`src/rtl/clock_div_multi.sv`:
```
// Multi-channel programmable clock divider. Each channel emits a divided clock level
// and a one-cycle enable on its rising edge; divisor/phase changes apply at period end.
module clock_div_multi #(
    parameter  int NCH     = 4,
    parameter  int CW      = 8,
    parameter  int DEF_DIV = 16,
    localparam int CHW     = (NCH > 1) ? $clog2(NCH) : 1
) (
    input  logic           clkin,
    input  logic           RST,
    input  logic           cfg_valid,
    output logic           cfg_ready,
    input  logic [CHW-1:0] cfg_ch,
    input  logic [CW-1:0]  cfg_div,
    input  logic [CW-1:0]  cfg_phase,
    input  logic           sync,
    output logic [NCH-1:0] clk_out,
    output logic [NCH-1:0] clk_en,
    output logic [NCH-1:0] pending
);

    localparam logic [CHW:0]  NCH_L = (CHW+1)'(NCH);
    localparam logic [CW-1:0] DEF_L = CW'(DEF_DIV);
    localparam logic [CW-1:0] ONE   = CW'(1);
    localparam logic [CW-1:0] TWO   = CW'(2);

    // High portion of the period: ceil(d/2) cycles.
    function automatic logic [CW-1:0] hi_time(input logic [CW-1:0] d);
        return d - (d >> 1);
    endfunction

    logic          ch_valid;
    logic          cfg_accept;
    logic [CW-1:0] phase_fixed;

    assign ch_valid = ({1'b0, cfg_ch} < NCH_L);

    always_comb begin
        cfg_ready = 1'b1;
        if (ch_valid)
            cfg_ready = ~pending[cfg_ch];
    end

    assign cfg_accept  = cfg_valid & cfg_ready & ch_valid;
    // A phase outside the period would leave the counter past its wrap point.
    assign phase_fixed = ((cfg_div != '0) && (cfg_phase >= cfg_div)) ? '0 : cfg_phase;

    for (genvar i = 0; i < NCH; i++) begin : g_ch
        logic [CW-1:0] div_q, phase_q, cnt_q, sh_div_q, sh_phase_q;
        logic          pend_q, out_q, en_q;
        logic          acc;
        logic          at_end;

        assign acc    = cfg_accept && (cfg_ch == CHW'(i));
        assign at_end = (cnt_q == div_q - ONE);

        always_ff @(posedge clkin) begin
            if (RST) begin
                div_q      <= DEF_L;
                phase_q    <= '0;
                cnt_q      <= '0;
                sh_div_q   <= DEF_L;
                sh_phase_q <= '0;
                pend_q     <= 1'b0;
                out_q      <= 1'b0;
                en_q       <= 1'b0;
            end else begin
                if (div_q >= TWO) begin
                    out_q <= (cnt_q < hi_time(div_q));
                    en_q  <= (cnt_q == '0);
                    if (sync)
                        cnt_q <= phase_q;
                    else
                        cnt_q <= at_end ? '0 : cnt_q + ONE;
                end else begin
                    out_q <= (div_q == ONE);
                    en_q  <= (div_q == ONE);
                    cnt_q <= '0;
                end
                // Swap in the shadow only at a period boundary so no runt pulse appears.
                if (pend_q && ((div_q <= ONE) || at_end)) begin
                    div_q   <= sh_div_q;
                    phase_q <= sh_phase_q;
                    cnt_q   <= sh_phase_q;
                    pend_q  <= 1'b0;
                end
                if (acc) begin
                    sh_div_q   <= cfg_div;
                    sh_phase_q <= phase_fixed;
                    pend_q     <= 1'b1;
                end
            end
        end

        assign clk_out[i] = out_q;
        assign clk_en[i]  = en_q;
        assign pending[i] = pend_q;
    end

endmodule

```
`config.mk`:
```
export PLATFORM = sky130hd
export DESIGN_NAME = clock_div_multi
export DESIGN_NICKNAME = d
export VERILOG_FILES = /design/src/rtl/clock_div_multi.sv
export SDC_FILE = /design/constraint.sdc
export NUM_CORES = 1
export LEC_CHECK = 0
export BUFFER_PORTS_ARGS = -buffer_cell sky130_fd_sc_hd__clkbuf_2
export CAP_MARGIN = 30
export CORE_ASPECT_RATIO = 0.5
export CORE_MARGIN = 2
export CORE_UTILIZATION = 40
export CTS_BUF_LIST = sky130_fd_sc_hd__clkbuf_16
export DETAILED_ROUTE_END_ITERATION = 12
export GPL_TIMING_DRIVEN = 1
export PLACE_DENSITY = 0.67
export RECOVER_POWER = 100
export REMOVE_ABC_BUFFERS = 1
export SYNTH_ARGS = -nofsm -noshare
export SYNTH_HDL_FRONTEND = slang
export SYNTH_SLANG_ARGS = --single-unit
```
`constraint.sdc`:
```
create_clock -name clkin -period 6.2 [get_ports clkin]
set_input_delay 1.24 -clock clkin [delete_from_list [all_inputs] [get_ports clkin]]
set_output_delay 1.24 -clock clkin [all_outputs]
set_load 0.01 [all_outputs]
```
==> summary.txt <==
Run status
  • Status: finished, violations left
  • Failing checks: capacitance limit, slew limit

Synth
  • Synth warn: 0
  • Flops & latches, synth: 172
  • Post-synth ARST share: 0%
  • Syn_area_per_cell: about 8.6 µm²
  • Synthesized area: ~0.010 mm²
  • Number of unique standard cell types used by synthesis: 55
  • EDFF count, synth: 0
  • Synthesized instance count: 1219
  • Post-synth top flop: dfxtp_1
  • Register area share after synthesis: about a third

Routing
  • DR iter-0 viols: around 500
  • Routed WL: about 25000 µm
  • ANT nets after route: 0
  • Via Count: 8400
  • # DRC: 0
  • First-pass iteration count of the detailed router: 6
  • Via/cell ratio: 5.32
  • WL/cell: 15.7 µm

Pwr
  • Logic pwr share: around 5.7%
  • LEAKAGE: between 4 and 5 nW
  • Net Switching: ~0.6 mW
  • Sequential fraction of design power: 45.1%
  • Power Dens Cells: 220 mW/mm²
  • Net Sw Frac: 23.5%
  • Pint: 1.94 mW
  • Max VDD drop: between 0.1 and 0.15 mV
  • Clock share of power: 49.2%

Global routing
  • Initial antenna violation count: 0
  • Number of global-route vias before repair: between 8000 and 9000
  • First-pass GRT wire length: 40700 µm
  • Grt ovf: 0
  • Gr usage total: 18.3%
  • Pin count of the biggest net entering global routing: 62

Hold path
  • Startpoint of the worst hold path: g_ch[2].sh_div_q[1]
  • Worst Hold Class: flip-flop to flip-flop

Worst setup path
  • Worst path max stage delay: about 1.4 ns
  • Delay-heaviest family, CP: compound AO/OA/AOI/OAI gates
  • Crit-path cells: inv_1 -> ha_1 -> nand2b_1 -> a21boi_0 -> or3_1 -> a2111oi_0 -> o31ai_1 -> clkbuf_1 -> mux2i_1 -> nor2_1
  • Crit-path slowest cell: o31ai_1
  • Crit Path Max Fanout: 21
  • Crit Path Class: flip-flop to flip-flop
  • CP startpoint: g_ch[0].div_q[1]
  • Worst r2r src: g_ch[0].div_q[1]
  • Startpoint Class: flip-flop
  • CP arrival: ~4.5 ns
  • Buf+Inv Stages, Crit Path: 2
  • Crit path capture type: flip-flop
  • WP data required: between 6 and 7 ns

Layout
  • ANT cells: 0
  • Share of cells above drive strength 1: about 5.6%
  • P&R area growth vs syn: 10.1%
  • Most frequent cells in the layout: 172 x dfxtp_1, 124 x ha_1, 116 x nand2_1
  • Nets: between 1000 and 1500
  • Commonest non-fill, non-tap cell in the layout: dfxtp_1
  • Util after Layout: 45.2%

Floorplan
  • Die height: roughly 120 µm
  • Initial Util: 41.1%
  • Die W: approximately 230 µm
  • # IOs: 35
  • Num rows: 41
  • Total Die Area: around 0.028 mm²
  • Core ar.: 0.0254 mm²

Clocking
  • Post-CTS sizing: 0
  • Deepest clock path buffer count: 2
  • Hold_buf cts: 0
  • Num Clock Sinks: between 150 and 200
  • Clock latency on the worst-skew pair: around 0.44 ns
  • Clk root buf: clkbuf_16
  • Post-CTS Setup Repair Bufs: 0
  • CTS buffer count: 17
  • CTS tree: done
  • H-tree depth: 4
  • Reg clk slew, reported paths: around 0.070 ns

Placement
  • PortBufs: 34
  • Final HPWL DP: about 18000 µm
  • Final GP Congestion: slightly below 0.9
  • Pre-CTS WS: 2.76 ns

Timing
  • PnR worst setup slack: roughly 1.9 ns
  • # setup viols final: 0
  • Final Critical Period: between 4 and 5 ns
  • Final TNS setup: 0 ns
  • Slew @ Worst Pin: about 2.5 ns
  • Max transition margin: -67.0%
  • RSZ-0062 raised after global routing: no
  • Hold Violations, Final: 0
  • Max Clk Rate: 0.232 GHz
  • Fin crit share: a little over two thirds
  • Slew Viols, Final: around 100
  • Clk_skew: ~0.012 ns

Job
  • MaxCap Viol Count: 3
==> synth_stat cells (11+ instances only) <==
| library cell | number | area (µm²) |
|---|---|---|
| dfxtp_1 | 172 | 3440 |
| ha_1 | 124 | 1550 |
| nand2_1 | 116 | 435 |
| nor2_1 | 100 | 375 |
| inv_1 | 85 | 319 |
| a21oi_1 | 82 | 410 |
| xnor2_1 | 60 | 526 |
| o21ai_0 | 54 | 270 |
| mux2i_1 | 52 | 521 |
| nand3_1 | 48 | 240 |
| clkbuf_1 | 39 | 146 |
| xor2_1 | 35 | 307 |
| o22ai_1 | 28 | 175 |
| o211ai_1 | 17 | 128 |
| o21bai_1 | 16 | 120 |
| a21o_1 | 14 | 105 |
| nand2b_1 | 13 | 81.3 |
| buf_4 | 12 | 90.1 |
| or3_1 | 12 | 75.1 |
| nor2b_1 | 11 | 68.8 |
==> through the flow <==
stage | cells | hold slack [ns] | power, mW | cell area [µm²]
global placement | 1546 | 0.444 | 1.31 | 10900
CTS | 1580 | 0.459 | 2.54 | 11600
floorplan | 1156 | 0.430 | 1.24 | 10100
detailed placement | 1548 | 0.450 | 1.31 | 10900
finish | 1580 | 0.456 | 2.53 | 11500
global route | 1580 | 0.469 | 2.60 | 11500
==> registers in the layout, summed over array words and instances (netlist names) <==
signal           count
g_ch.cnt_q          32
g_ch.div_q          32
g_ch.phase_q        32
g_ch.sh_div_q       32
g_ch.sh_phase_q     32
g_ch.en_q            4
g_ch.out_q           4
g_ch.pend_q          4
==> power by group through the flow <==
stage,clock (mW),sequential [mW],combinational [mW]
after floorplan,0,1.16,0.0729
after global placement,0,1.17,0.141
after detailed placement,0,1.17,0.145
after CTS,1.26,1.14,0.145
after global routing,1.30,1.14,0.158
final,1.24,1.14,0.144
==> layer usage <==
metal	GRT usage, %	wire length [µm]	vias up
met1	23.7	11700	3949
met3	2.92	1120	41
met4	6.13	473	0
li1	-	-	4205
met5	0	0	-
met2	31.1	11600	205
==> cells by family after synthesis <==
| family | count (synthesis) | synth area share [%] |
|---|---|---|
| compound gates | 277 | 17.0 |
| xor+xnor | 96 | 8.18 |
| mux | 53 | 5.20 |
| fa+ha+maj | 128 | 15.6 |
| buf+inv | 148 | 5.97 |
| flops | 172 | 33.0 |
| simple gates | 345 | 15.1 |
==> layout make-up <==
class                      count  area [µm²]
multi-input combinational    899        6390
clock inverter                15         258
tap                          344         430
fill                        2457       13900
sequential                   172        3440
timing repair buffer          48         239
clock buffer                  17         425
inverter                      85         319
==> worst min-delay path: stages (launching register included) <==
cell,delay (ns)
dfxtp_1,0.31
nand2_1,0.05
a21oi_1,0.05
==> path summary, 6_finish.rpt <==
path | endpoint | slack (ns) | depth (start not counted)
setup / recovery | g_ch[0].phase_q[7] | 1.90 | 10
hold reg to reg | g_ch[2].sh_div_q[1] | 0.46 | 2
hold / removal | g_ch[2].sh_div_q[1] | 0.46 | 2
setup reg to reg | g_ch[0].phase_q[7] | 1.90 | 10
(Power assumes the default switching activity.)
